[src/rtl/xbar_cfg_loader_if.sv]
// Configuration load channel: start strobe plus a valid/ready word stream.
// The master side drives the words; the slave side is the loader.
interface xbar_cfg_loader_if #(
    parameter int unsigned WORD_W = 8
);
    logic              io_cfg_start;
    logic              io_cfg_valid;
    logic              io_cfg_ready;
    logic [WORD_W-1:0] io_cfg_data;

    modport master (
        output io_cfg_start,
        output io_cfg_valid,
        output io_cfg_data,
        input  io_cfg_ready
    );

    modport slave (
        input  io_cfg_start,
        input  io_cfg_valid,
        input  io_cfg_data,
        output io_cfg_ready
    );
endinterface

[src/rtl/xbar_cfg_loader.sv]
// Streams a crossbar select configuration into a shadow register, range-checks every field
// and commits it atomically onto io_mux_configs only when every field is legal.
module xbar_cfg_loader #(
    parameter int unsigned NUM_IN  = 18,
    parameter int unsigned NUM_OUT = 20,
    parameter int unsigned SEL_W   = 5,
    parameter int unsigned WORD_W  = 8
) (
    input  logic                       clk,
    input  logic                       reset,
    xbar_cfg_loader_if.slave           io_cfg,
    output logic [NUM_OUT*SEL_W-1:0]   io_mux_configs,
    output logic                       io_cfg_busy,
    output logic                       io_cfg_done,
    output logic                       io_cfg_error,
    output logic [$clog2(NUM_OUT)-1:0] io_cfg_err_idx
);
    localparam int unsigned CFG_W     = NUM_OUT * SEL_W;
    localparam int unsigned NUM_WORDS = (CFG_W + WORD_W - 1) / WORD_W;
    localparam int unsigned IDX_W     = $clog2(NUM_OUT);
    localparam int unsigned CNT_W     = (NUM_WORDS > 1) ? $clog2(NUM_WORDS + 1) : 1;

    localparam logic [CNT_W-1:0] LAST_WORD  = CNT_W'(NUM_WORDS - 1);
    localparam logic [IDX_W-1:0] LAST_FIELD = IDX_W'(NUM_OUT - 1);
    localparam logic [SEL_W:0]   SEL_LIMIT  = (SEL_W + 1)'(NUM_IN);

    typedef enum logic [1:0] {StIdle, StLoad, StCheck, StCommit} state_e;

    state_e             r_state;
    state_e             w_state_next;
    logic [CNT_W-1:0]   r_word_cnt;
    logic [IDX_W-1:0]   r_field_idx;
    logic [CFG_W-1:0]   r_shadow;
    logic [CFG_W-1:0]   w_shadow_next;
    logic [CFG_W-1:0]   r_mux_configs;
    logic               r_done;
    logic               r_error;
    logic [IDX_W-1:0]   r_err_idx;
    logic [SEL_W-1:0]   w_field;

    logic               w_ready;
    logic               w_accept;
    logic               w_restart;
    logic               w_field_bad;
    logic               w_commit_go;

    // State register
    always_ff @(posedge clk or negedge reset) begin
        if (!reset) begin
            r_state <= StIdle;
        end else begin
            r_state <= w_state_next;
        end
    end

    // Next-state logic
    always_comb begin
        w_state_next = r_state;
        case (r_state)
            StIdle: begin
                if (io_cfg.io_cfg_start) w_state_next = StLoad;
            end
            StLoad: begin
                if (io_cfg.io_cfg_start) begin
                    w_state_next = StLoad;
                end else if (w_accept && (r_word_cnt == LAST_WORD)) begin
                    w_state_next = StCheck;
                end
            end
            StCheck: begin
                if (io_cfg.io_cfg_start) begin
                    w_state_next = StLoad;
                end else if (w_field_bad) begin
                    w_state_next = StIdle;
                end else if (w_commit_go) begin
                    w_state_next = StCommit;
                end
            end
            StCommit: w_state_next = StIdle;
            default:  w_state_next = StIdle;
        endcase
    end

    // Output / control strobes
    always_comb begin
        w_ready     = (r_state == StLoad) && !io_cfg.io_cfg_start;
        w_accept    = w_ready && io_cfg.io_cfg_valid;
        // A start seen during COMMIT is ignored; the commit always completes.
        w_restart   = io_cfg.io_cfg_start && (r_state != StCommit);
        w_field_bad = (r_state == StCheck) && !io_cfg.io_cfg_start
                      && ({1'b0, w_field} >= SEL_LIMIT);
        w_commit_go = (r_state == StCheck) && !io_cfg.io_cfg_start && !w_field_bad
                      && (r_field_idx == LAST_FIELD);
    end

    // Field currently under examination
    always_comb begin
        w_field = '0;
        for (int unsigned i = 0; i < NUM_OUT; i++) begin
            if (r_field_idx == IDX_W'(i)) w_field = r_shadow[i*SEL_W +: SEL_W];
        end
    end

    // Word k lands at bit k*WORD_W; bits of the last word beyond CFG_W have no home.
    always_comb begin
        w_shadow_next = r_shadow;
        for (int unsigned i = 0; i < CFG_W; i++) begin
            if (r_word_cnt == CNT_W'(i / WORD_W)) begin
                w_shadow_next[i] = io_cfg.io_cfg_data[i % WORD_W];
            end
        end
    end

    always_ff @(posedge clk or negedge reset) begin
        if (!reset) begin
            r_word_cnt    <= '0;
            r_field_idx   <= '0;
            r_shadow      <= '0;
            r_mux_configs <= '0;
            r_done        <= 1'b0;
            r_error       <= 1'b0;
            r_err_idx     <= '0;
        end else begin
            r_done <= w_commit_go;
            if (w_commit_go) r_mux_configs <= r_shadow;
            if (w_restart) begin
                r_word_cnt  <= '0;
                r_field_idx <= '0;
                r_shadow    <= '0;
                r_error     <= 1'b0;
                r_err_idx   <= '0;
            end else begin
                if (w_accept) begin
                    r_shadow   <= w_shadow_next;
                    r_word_cnt <= r_word_cnt + CNT_W'(1);
                end
                if (r_state == StCheck) r_field_idx <= r_field_idx + IDX_W'(1);
                if (w_field_bad) begin
                    r_error   <= 1'b1;
                    r_err_idx <= r_field_idx;
                end
            end
        end
    end

    assign io_cfg.io_cfg_ready = w_ready;
    assign io_cfg_busy         = (r_state != StIdle);
    assign io_cfg_done         = r_done;
    assign io_cfg_error        = r_error;
    assign io_cfg_err_idx      = r_err_idx;
    assign io_mux_configs      = r_mux_configs;
endmodule

[src/flat_wrapper.sv]
// flat-port wrapper written by rule: the top's interface ports become plain ports
module xbar_cfg_loader_flat 
#(
    parameter int unsigned NUM_IN  = 18,
    parameter int unsigned NUM_OUT = 20,
    parameter int unsigned SEL_W   = 5,
    parameter int unsigned WORD_W  = 8
)
  (clk, reset, io_mux_configs, io_cfg_busy, io_cfg_done, io_cfg_error, io_cfg_err_idx, io_cfg_io_cfg_start, io_cfg_io_cfg_valid, io_cfg_io_cfg_data, io_cfg_io_cfg_ready);
  xbar_cfg_loader_if #(.WORD_W(WORD_W)) io_cfg_i ();
  input  logic clk;
  input  logic reset;
  output logic [NUM_OUT*SEL_W-1:0] io_mux_configs;
  output logic io_cfg_busy;
  output logic io_cfg_done;
  output logic io_cfg_error;
  output logic [$clog2(NUM_OUT)-1:0] io_cfg_err_idx;
  input wire logic [$bits(io_cfg_i.io_cfg_start)-1:0] io_cfg_io_cfg_start;
  input wire logic [$bits(io_cfg_i.io_cfg_valid)-1:0] io_cfg_io_cfg_valid;
  input wire logic [$bits(io_cfg_i.io_cfg_data)-1:0] io_cfg_io_cfg_data;
  output wire logic [$bits(io_cfg_i.io_cfg_ready)-1:0] io_cfg_io_cfg_ready;
  assign io_cfg_i.io_cfg_start = io_cfg_io_cfg_start;
  assign io_cfg_i.io_cfg_valid = io_cfg_io_cfg_valid;
  assign io_cfg_i.io_cfg_data = io_cfg_io_cfg_data;
  assign io_cfg_io_cfg_ready = io_cfg_i.io_cfg_ready;
  xbar_cfg_loader #(.NUM_IN(NUM_IN), .NUM_OUT(NUM_OUT), .SEL_W(SEL_W), .WORD_W(WORD_W)) u_core (.clk(clk), .reset(reset), .io_cfg(io_cfg_i), .io_mux_configs(io_mux_configs), .io_cfg_busy(io_cfg_busy), .io_cfg_done(io_cfg_done), .io_cfg_error(io_cfg_error), .io_cfg_err_idx(io_cfg_err_idx));
endmodule
[config.mk]
export PLATFORM = sky130hd
export DESIGN_NAME = xbar_cfg_loader_flat
export DESIGN_NICKNAME = d
export VERILOG_FILES = /design/src/rtl/xbar_cfg_loader_if.sv /design/src/rtl/xbar_cfg_loader.sv /design/src/flat_wrapper.sv
export SDC_FILE = /design/constraint.sdc
export NUM_CORES = 1
export LEC_CHECK = 0
export CAP_MARGIN = 20
export CORE_MARGIN = 3
export CORE_UTILIZATION = 50
export DETAILED_ROUTE_END_ITERATION = 8
export PLACE_DENSITY = 0.87
export SLEW_MARGIN = 20
export SYNTH_ARGS = -nofsm -noshare
export SYNTH_HDL_FRONTEND = slang
export SYNTH_SLANG_ARGS = --single-unit
[constraint.sdc]
create_clock -name clk -period 3.05 [get_ports clk]
set_input_delay 0.4575 -clock clk [delete_from_list [all_inputs] [get_ports clk]]
set_output_delay 0.4575 -clock clk [all_outputs]
set_load 0.005 [all_outputs]
Word level (Yosys, flattened, before mapping)

Index checks and enable logic that the tools add are counted.

$add $sub $neg: 2
Order comparisons: 1
Equality and inequality tests: 38
Mux-type cells: 137
Reductions and logical operators: 44

Operator list:

| cell                                                | count |
|---|---|
| two-way mux 100 bit                                 | 2 |
| two-way mux 5 bit                                   | 24 |
| two-way mux 1 bit                                   | 102 |
| equality test 5 x 4 -> 1 bit, second input constant | 8 |
| nonzero test 2 bit                                  | 17 |
| AND reduction 2 bit                                 | 13 |
| equality test 4 bit, second input constant          | 5 |
| equality test 5 x 3 -> 1 bit, second input constant | 4 |
| equality test 5 bit, second input constant          | 4 |
| equality test 4 x 3 -> 1 bit, second input constant | 4 |
| two-way mux 2 bit                                   | 6 |
| equality test 5 x 2 -> 1 bit, second input constant | 2 |
| equality test 4 x 2 -> 1 bit, second input constant | 2 |
| logical AND 1 bit                                   | 8 |
| two-way mux 4 bit                                   | 2 |
| case mux 2 bit (4 select lines)                     | 1 |
| adder 5 x 1 -> 5 bit, second input constant         | 1 |
| equality test 5 x 1 -> 1 bit, second input constant | 1 |
| >= comparator 5 bit, second input constant          | 1 |
| logical NOT 5 bit                                   | 1 |
| adder 4 x 1 -> 4 bit, second input constant         | 1 |
| equality test 2 bit, second input constant          | 2 |
| equality test 4 x 1 -> 1 bit, second input constant | 1 |
| logical NOT 4 bit                                   | 1 |
| other kinds (7)                                     | 9 |

Register bits: 218
Bits of input ports: 12
Output and inout port bits: 109
Logic and storage cells: 242

Depth between registers and ports, before layout

Gate-level depths: netlist (run 1).

Depth after elaboration: 30
Depth in mapped cells: 14
Depth with buffers taken out: 10

Worst setup path before layout (run 1)

Ideal clock, no wire load.

Kind: flip-flop to flip-flop
Start: register u_core.r_field_idx[0]
End: register u_core.r_err_idx[2], in the netlist u_core.io_cfg_err_idx[2]
Setup time: 0.125 ns
Arrival: 3.060 ns
Required time: 2.925 ns
Path slack: -0.135 ns
Stages on the path, launching flop included: 15
Path buffers: 4
Clock period less this slack: 3.185 ns
Path through: dfrtp_1 -> ha_1 -> buf_2 -> buf_2 -> and3_1 -> ha_1 -> clkbuf_1 -> or3_1 -> o41ai_1 -> nor4_1 -> o211ai_1 -> a41o_1 -> or3_1 -> buf_6 -> mux2_4

Word-level cells in the longest chain between the ends: 24
Elaborated cells between the ends (all ways): 43
Those cells by class: 1 x order compare; 19 x eq/ne; 20 x mux; 3 x reduce/logical

RTL lines:

| element                          | RTL line               | text |
|---|---|---|
| start, declared                  | xbar_cfg_loader.sv:32  | `logic [IDX_W-1:0] r_field_idx;` |
| start signal, assigned           | xbar_cfg_loader.sv:137 | `if (r_state == StCheck) r_field_idx <= r_field_idx + IDX_W'(1);` |
| logical NOT 5 bit                | xbar_cfg_loader.sv:100 | `if (r_field_idx == IDX_W'(i)) w_field = r_shadow[i*SEL_W +: SEL_W];` |
| two-way mux 5 bit (19 in series) | xbar_cfg_loader.sv:100 |  |
| two-way mux 5 bit *              | xbar_cfg_loader.sv:100 |  |
| >= comparator 5 bit *            | xbar_cfg_loader.sv:91  | `&& ({1'b0, w_field} >= SEL_LIMIT);` |
| logical AND 1 bit *              | xbar_cfg_loader.sv:91  |  |
| nonzero test 2 bit (no line) *   | n/a                    |  |
| end signal, assigned             | xbar_cfg_loader.sv:140 | `r_err_idx <= r_field_idx;` |
| end, declared                    | xbar_cfg_loader.sv:38  | `logic [IDX_W-1:0] r_err_idx;` |

Every way passes the cells marked *; elsewhere a longest branch is shown, timed or not.
A chain may end at the register's enable or synchronous reset.

Final worst setup path (run 1)

Ends and elaborated chain as after synthesis.

==> results.txt, run 1 <==
The relative contribution of combinational cells to total power is 3.6%. The die area came out at 0.0216 mm². The overflow left after global routing is 0. Dividing the detail-routed via count by the number of cells gives 5.61. The power density over the cells is 461 mW/mm². Synthesis produced a netlist with a net count of 1090.

The clock latency on the worst-skew pair came out at 0.52 ns. The final HPWL from detailed placement is 20.3 mm. The class of the worst hold path is register to register. The total net switching power is 0.00127 W.

The clock sink count is 218. The share of the cycle needed by the critical path after routing is 99.1%. At the pin with the least slew margin, the transition time is 0.917 ns. The residual antenna-violating net count after detailed routing came out at 0. The number of failing setup endpoints in the final timing report is 0. The standard cell area after detailed placement came out at 0.0118 mm².

The clock skew came out at 0.0256 ns. The placed instance count is 1445. The proportion of synthesized chip area in sequential cells is 54.9%. Summing all flip-flop and latch instances after layout gives 0.00546 mm².

The sequential cell fraction of total power is 50.0%. The initial utilization of the core area, before any placement, comes to 52.1%. The maximum fanout along the worst path is 4. By area the synthesized netlist is led by sky130_fd_sc_hd__dfrtp_1 (55%), sky130_fd_sc_hd__nand2_1 (13%), sky130_fd_sc_hd__mux2i_1 (8.0%), sky130_fd_sc_hd__nor2_1 (3.5%), sky130_fd_sc_hd__a21oi_1 (2.3%). The number of levels the H-tree was split into came out at 1. The count of final max-slew check failures came out at 0. By count the netlist is led by sky130_fd_sc_hd__nand2_1 (337), sky130_fd_sc_hd__dfrtp_1 (218), sky130_fd_sc_hd__nor2_1 (92), sky130_fd_sc_hd__mux2i_1 (79), sky130_fd_sc_hd__clkbuf_1 (55). The number of antenna violations at the first check in global routing came out at 0.

In the global route stage, overall resource usage came out at 27.0%. The count of buffers added on input and output ports is 120. TritonCTS built the clock tree. The number of unique standard cell types used by synthesis is 62.

Synthesis inferred 218 register bits. The critical path required time came out at 3.44 ns. The worst slew margin relative to its limit is 38.6%.

The mapped netlist covers 0.00993 mm². The share of power burned in the clock network came out at 46.4%. No sink is reached through more buffers than the 3 on the longest clock path. The die is 147 µm tall. The run finished with clean final reports. Data on the critical path arrives at its endpoint at 3.41 ns. The final critical delay including setup and external delays is 3.02 ns. The number of max-capacitance violations reported is 0.

The net switching share of the total power is 21.8%. The count of boundary I/O pins came out at 121. The count of flip-flops with a built-in enable after synthesis came out at 0. The post-route cell area came out at 0.0127 mm². The buffer type at the clock tree root is sky130_fd_sc_hd__clkbuf_16. The average footprint of a synthesized cell came out at 9.29 µm². After the first detailed-routing iteration, the DRC count stood at 669. Based on the critical path, the design can be clocked at up to 331 MHz. The leakage dissipation came out at 6.58 nW.

Among all flip-flop cells after synthesis, the most frequent one is sky130_fd_sc_hd__dfrtp_1. The count of fill cells added during filler insertion is 1484. The worst supply voltage drop on vdd is 0.000379 V. The weighted congestion at the end of routability-driven global placement came out at 0.995. The number of core rows came out at 50. The core region is 0.0191 mm².

The total via count in the routed design came out at 8348. The nature of the critical path endpoint is a register. For this run, the number of Yosys warnings is 0. The multi-input combinational cells in the finished layout cover a total of 0.00427 mm². Yosys instantiated no cell more often than sky130_fd_sc_hd__nand2_1. After clock tree synthesis, the clock-pin slew on the worst setup and hold paths is 0.06 ns.

The worst path setup slack after routing is 0.0263 ns. The number of diodes added for antenna fixing is 0. The die extent in x is 147 µm. The count of endpoints failing hold in the final timing report came out at 0.

The final routed DRC violation total came out at 0. Before CTS, the worst setup slack after placement is -0.121 ns. Before antenna repair, the detailed router went through 5 iterations. The critical path class is register to register. The number of global-route vias before repair came out at 8419. The total CTS buffers is 22.

Setup repair after global routing could not meet its margin everywhere. The synthesized instance count is 1069. The total negative slack came out at 0 ns. Entering global routing, the biggest net connects 98 pins. The top cell type's share of synthesized area is 54.9%. The layout overhead on the synthesized area came out at 27.4%. The first-pass GRT wire length came out at 47.2 mm.

The net count of the finished layout is 1234. Internal power comes to 0.00456 W. The routed wirelength normalized by instance count came out at 19.7 µm. sky130_fd_sc_hd__dfrtp_1 takes more of the synthesized area than any other cell. The post-route non-filler standard cell count is 1487. The nature of the critical path startpoint is a register.

The total wire length after detailed routing came out at 29.3 mm. The proportion of synthesized flip-flops having asynchronous set or reset came out at 100%. The share of final-layout standard cells stronger than drive strength 1 is 10.8%.
-- sequential cells by signal, indices dropped and copies added (netlist names) --
signal	flops
u_core.io_cfg_error	1
u_core.r_shadow	100
u_core.io_cfg_err_idx	5
u_core.r_field_idx	5
u_core.r_state	2
u_core.r_word_cnt	4
u_core.io_cfg_done	1
u_core.io_mux_configs	100
-- layout make-up --
class | instances | share of cell area [%]
clock inverters | 5 | 0.682
inverters | 15 | 0.465
clock buffers | 33 | 4.99
repair buffers | 190 | 14.4
multi-input cells | 766 | 33.7
flip-flops and latches | 218 | 43.1
well taps | 260 | 2.57
-- metal layers --
| layer | up-vias | track usage (%) | wire, µm |
|---|---|---|---|
| met5 | - | 0 | 0 |
| met4 | 0 | 5.73 | 504 |
| met3 | 36 | 4.19 | 1570 |
| met2 | 254 | 46.0 | 14600 |
| met1 | 4212 | 37.1 | 12700 |
| li1 | 3846 | - | - |
-- critical path: stages, from the launching register on --
cell and delay (ns):
sky130_fd_sc_hd__dfrtp_2 0.47, sky130_fd_sc_hd__inv_4 0.11, sky130_fd_sc_hd__ha_4 0.14, sky130_fd_sc_hd__or3b_4 0.39, sky130_fd_sc_hd__or3_4 0.34, sky130_fd_sc_hd__and3_4 0.17, sky130_fd_sc_hd__o311a_1 0.09, sky130_fd_sc_hd__o22a_1 0.20
sky130_fd_sc_hd__a41o_1 0.25, sky130_fd_sc_hd__or3_4 0.43, sky130_fd_sc_hd__mux2_4 0.32
-- power groups by stage --
stage	clock, W	combinational (W)	sequential [W]
2_1_floorplan	0	0.0000792	0.00296
3_5_place_dp	0	0.000211	0.00297
6_report	0.00270	0.000211	0.00291
4_1_cts	0.00274	0.000213	0.00291
3_3_place_gp	0	0.000206	0.00297
5_1_grt	0.00286	0.000231	0.00291
-- per-stage QoR --
stage	power, W	hold slack [ns]	utilization [%]
3_3_place_gp	0.00317	0.455	61.7
3_5_place_dp	0.00318	0.460	61.7
6_report	0.00583	0.471	66.3
4_1_cts	0.00586	0.477	65.5
5_1_grt	0.00601	0.494	66.3
2_1_floorplan	0.00304	0.162	-
-- layout by cell type, fill, tap and decap left out, types with 5 or more instances in the layout --
cell                              synthesis  routed
sky130_fd_sc_hd__nor2b_1                 20      18
sky130_fd_sc_hd__nand4_1                  6       6
sky130_fd_sc_hd__nor3_1                   5       5
sky130_fd_sc_hd__buf_12                   0       7
sky130_fd_sc_hd__clkbuf_8                 0       5
sky130_fd_sc_hd__clkbuf_16                0      22
sky130_fd_sc_hd__buf_4                    2      60
sky130_fd_sc_hd__nand2b_1                14      13
sky130_fd_sc_hd__dfrtp_1                218     216
sky130_fd_sc_hd__nor2_1                  92      92
sky130_fd_sc_hd__o31ai_1                  5       5
sky130_fd_sc_hd__mux2i_1                 79      78
sky130_fd_sc_hd__nand2_1                337     337
sky130_fd_sc_hd__clkdlybuf4s50_1          0     119
sky130_fd_sc_hd__inv_1                   14      12
sky130_fd_sc_hd__clkbuf_1                55       7
sky130_fd_sc_hd__a21o_1                   6       6
sky130_fd_sc_hd__o21ai_0                 23      22
sky130_fd_sc_hd__a32o_1                   7       7
sky130_fd_sc_hd__a21oi_1                 45      44
sky130_fd_sc_hd__nand3_1                 40      39
-- logic make-up after synthesis --
family / synth area share, %
simple gates: 23.7
flops: 54.9
compound gates: 8.10
buf+inv: 3.53
mux: 8.38
fa+ha+maj: 1.13
xor+xnor: 0.265
-- final timing paths --
path                                                       startpoint                                     to  slack [ns]  cells past startpoint
worst max-delay path                u_core.r_field_idx[0]$_DFFE_PN0P_   u_core.io_cfg_err_idx[2]$_DFFE_PN0P_        0.03                     10
worst min-delay path            u_core.io_mux_configs[40]$_DFFE_PN0P_  u_core.io_mux_configs[40]$_DFFE_PN0P_        0.47                      2
worst max register to register      u_core.r_field_idx[0]$_DFFE_PN0P_   u_core.io_cfg_err_idx[2]$_DFFE_PN0P_        0.03                     10
worst min register to register  u_core.io_mux_configs[40]$_DFFE_PN0P_  u_core.io_mux_configs[40]$_DFFE_PN0P_        0.47                      2
max in group asynchronous                                       reset  u_core.io_mux_configs[47]$_DFFE_PN0P_        1.75                      3
min in group asynchronous                                       reset  u_core.io_mux_configs[95]$_DFFE_PN0P_        0.53                      2
-- timing repair --
item / 4_1_cts / 5_1_grt
endpoints found under the hold margin: 34 / 0
endpoints found under the setup margin: 6 / 6
pin swaps: 0 / 5
hold buffers: 1 / 0
resized for setup: 3 / 27
buffers inserted: 0 / 3
Note: power is estimated with default switching activity, not from simulation.
==> inputs of run 2 (changes only) <==
--- a/config.mk
+++ b/config.mk
@@ -8,7 +8,9 @@
 export CAP_MARGIN = 20
 export CORE_MARGIN = 3
 export CORE_UTILIZATION = 50
+export CTS_CLUSTER_SIZE = 10
 export DETAILED_ROUTE_END_ITERATION = 8
+export MAX_ROUTING_LAYER = met4
 export PLACE_DENSITY = 0.87
 export SLEW_MARGIN = 20
 export SYNTH_ARGS = -nofsm -noshare
==> run 2 against run 1 <==
  * Critical path depth stayed put
  * Worst hold slack worse by 0.071 ns
  * Clock power is 7% lower
  * Critical endpoint is now u_core.io_cfg_err_idx[3]$_DFFE_PN0P_
  * Sequential share of layout area is 0.48 points higher
  * Non-clock buffer count is 2 higher
  * Largest power group unchanged
==> results.txt, run 2 (synthesis gave the netlist of run 1 again) <==
The relative contribution of combinational cells to total power came out at 3.7% (about the same). The internal power component is 0.00441 W (-3.4%). The count of fill cells added during filler insertion came out at 1460 (-1.6%). The die area is 0.0216 mm² (unchanged). The count of endpoints failing hold in the final timing report came out at 0 (unchanged). The clock tree buffer depth came to 3 (unchanged). The worst slew margin relative to its limit is 38.3% (-0.31 points).

The clock-pin slew on the worst setup and hold paths was 0.05 ns (about the same). The number of levels the H-tree was split into is 1 (unchanged). The overall power consumption came out at 0.00565 W (-3.1%). The net count of the finished layout came out at 1239 (+0.41%). The total via count in the routed design came out at 8273 (-0.90%). The peak clock frequency supported by timing is 332 MHz (+0.35%). In this design, the largest share of critical-path delay is due to simple AND/OR/NAND/NOR gates. The number of antenna violations at the first check in global routing is 0 (unchanged).

The final routed DRC violation total came out at 0 (unchanged). The total global-route track usage is 28.0% (+1.0 points). The most common cell after layout, fill and taps aside is sky130_fd_sc_hd__nand2_1. The final critical delay including setup and external delays came out at 3.01 ns (-0.0105 ns). The worst supply voltage drop on vdd is 0.000373 V (-1.5%). The initial detailed-routing violation count came to 615 (-8.1%).

The slew at the pin closest to its max-slew limit is 0.922 ns (+0.00466 ns). In the layout the commonest cells are sky130_fd_sc_hd__nand2_1 (337), sky130_fd_sc_hd__dfrtp_1 (218), sky130_fd_sc_hd__clkdlybuf4s50_1 (119), sky130_fd_sc_hd__nor2_1 (92), sky130_fd_sc_hd__mux2i_1 (79). TritonCTS built the clock tree. The total wire length after detailed routing came to 29.6 mm (+0.75%).

The number of max-capacitance violations reported came out at 0 (unchanged). The critical path required time came out at 3.44 ns (about the same). The post-route non-filler standard cell count is 1479 (-0.54%). The power density over the cells is 452 mW/mm² (-1.9%).

The count of boundary I/O pins is 121 (unchanged). The count of input and output buffers came out at 120 (unchanged). The layout overhead on the synthesized area came out at 25.9%. The routed wirelength normalized by instance count came out at 20.0 µm (+1.3%). The number of failing setup endpoints in the final timing report is 0 (unchanged). The most prevalent standard cell on the critical path is sky130_fd_sc_hd__or3_4. The initial core utilization was 52.1% (unchanged). STA classifies the critical path endpoint as a register. The delay of the slowest cell on the worst path is 0.42 ns (-0.05 ns). The worst reg-to-reg path cell count came out at 10 (unchanged).

The first-pass GRT wire length came to 46.8 mm (-0.95%). The share of power burned in the clock network is 44.7% (-1.7 points). The logic depth of the worst path, buffers included came to 10 (unchanged). The overflow left after global routing came out at 0 (unchanged).

The total net switching power came out at 0.00125 W (-2.0%). The height of the die came out at 147 µm (unchanged). The placeable core area came out at 0.0191 mm² (unchanged).

The net switching share of the total power came out at 22.1% (+0.25 points). The slowest stage of the critical path belongs to the cell sky130_fd_sc_hd__dfrtp_1. The number of global-route vias before repair came out at 8442 (+0.27%). The critical path data arrival time came out at 3.41 ns (about the same). The share of the cycle needed by the critical path after routing came to 98.8% (-0.34 points). The number of diodes added for antenna fixing is 0 (unchanged). The number of core rows came to 50 (unchanged). The maximum number of pins on one net before global-route repair came to 97 (-1.0%). The count of final max-slew check failures was 0 (unchanged). The final HPWL from detailed placement was 20.7 mm (+2.1%). Setup repair after global routing could not meet its margin everywhere. The class of the worst hold path is primary input to asynchronous set/reset pin. The weighted congestion at the end of routability-driven global placement came to 0.973 (-2.2%). Walking the worst path, the cells encountered are inv_1 > ha_2 > or3b_4 > or3_4 > and3_4 > o311a_1 > o22a_1 > a41o_1 > or3_4 > mux2_4. The standard cell area after detailed placement is 0.0118 mm² (+0.40%). The placed instance count came out at 1448 (+0.21%).

The critical path class is register to register. The die extent in x was 147 µm (unchanged). The clock sink count was 218 (unchanged). The leakage dissipation is 6.54 nW (-0.61%). The clock skew came out at 0.00811 ns (-0.0175 ns). The sequential cell fraction of total power was 51.6% (+1.6 points).

The worst setup path is launched from a register. The share of final-layout standard cells stronger than drive strength 1 was 9.52% (-1.3 points). The via count normalized by instance count came out at 5.59 (-0.36%).

The count of buffer and inverter cells on the critical path is 1 (unchanged). The tree is rooted in a sky130_fd_sc_hd__clkbuf_16. The residual antenna-violating net count after detailed routing was 0 (unchanged). The total CTS buffers is 25 (+14%). The clock latency on the worst-skew pair came out at 0.52 ns (about the same).

The maximum fanout along the worst path is 4 (unchanged). The run finished with clean final reports. The detailed-routing iteration count for the pre-antenna-repair pass came out at 8 (+3).

The post-route cell area came out at 0.0125 mm² (-1.2%).
[run 2: cell type report]
type | count | area (µm²) | area share (%)
flip-flops and latches | 218 | 5460 | 43.6
inverters | 15 | 56.3 | 0.450
multi-input cells | 766 | 4180 | 33.4
well taps | 260 | 325 | 2.60
repair buffers | 192 | 1850 | 14.8
clock inverters | 1 | 8.76 | 0.0700
clock buffers | 27 | 633 | 5.06
[run 2: repair_timing]
item / in CTS / in global routing
endpoints found under the hold margin: 30 / 0
setup buffers: 0 / 2
setup endpoints to repair: 3 / 5
resized for setup: 1 / 7
hold buffers: 1 / 0
[run 2: worst paths after layout]
check | start | end | slack [ns]
worst max register to register | u_core.r_field_idx[0]$_DFFE_PN0P_ | u_core.io_cfg_err_idx[3]$_DFFE_PN0P_ | 0.04
worst max-delay path | u_core.r_field_idx[0]$_DFFE_PN0P_ | u_core.io_cfg_err_idx[3]$_DFFE_PN0P_ | 0.04
worst min-delay path | reset | u_core.io_mux_configs[93]$_DFFE_PN0P_ | 0.40
max in group asynchronous | reset | u_core.io_mux_configs[50]$_DFFE_PN0P_ | 1.86
worst min register to register | u_core.io_mux_configs[35]$_DFFE_PN0P_ | u_core.io_mux_configs[35]$_DFFE_PN0P_ | 0.47
min in group clk | u_core.io_mux_configs[35]$_DFFE_PN0P_ | u_core.io_mux_configs[35]$_DFFE_PN0P_ | 0.47
[run 2: power by group through the flow]
stage / Clock (W) / Combinational, W / Sequential (W)
after floorplan: 0 / 0.0000792 / 0.00296
after detailed placement: 0 / 0.000211 / 0.00297
after CTS: 0.00256 / 0.000213 / 0.00292
after global placement: 0 / 0.000207 / 0.00297
final: 0.00252 / 0.000210 / 0.00292
after global routing: 0.00269 / 0.000231 / 0.00292
[run 2: per-stage QoR]
| stage | setup WS [ns] | TNS (ns) | utilization, % | hold slack (ns) |
|---|---|---|---|---|
| 3_5_place_dp | 0.00891 | 0 | 61.9 | 0.375 |
| 5_1_grt | -0.0322 | -0.0923 | 65.6 | 0.422 |
| 4_1_cts | 0.0196 | 0 | 65.4 | 0.387 |
| 2_1_floorplan | 0.00786 | 0 | - | 0.162 |
| 6_report | 0.0368 | 0 | 65.6 | 0.400 |
| 3_3_place_gp | 0.0212 | 0 | 61.9 | 0.369 |
[run 2: routing by layer]
layer  vias up  share of wire [%]  GRT usage, %
met3        46                5.4          3.49
li1       3846                  -             -
met5         -                  0             -
met1      4099                 43          37.0
met4         0                2.4          7.13
met2       282                 49          46.6
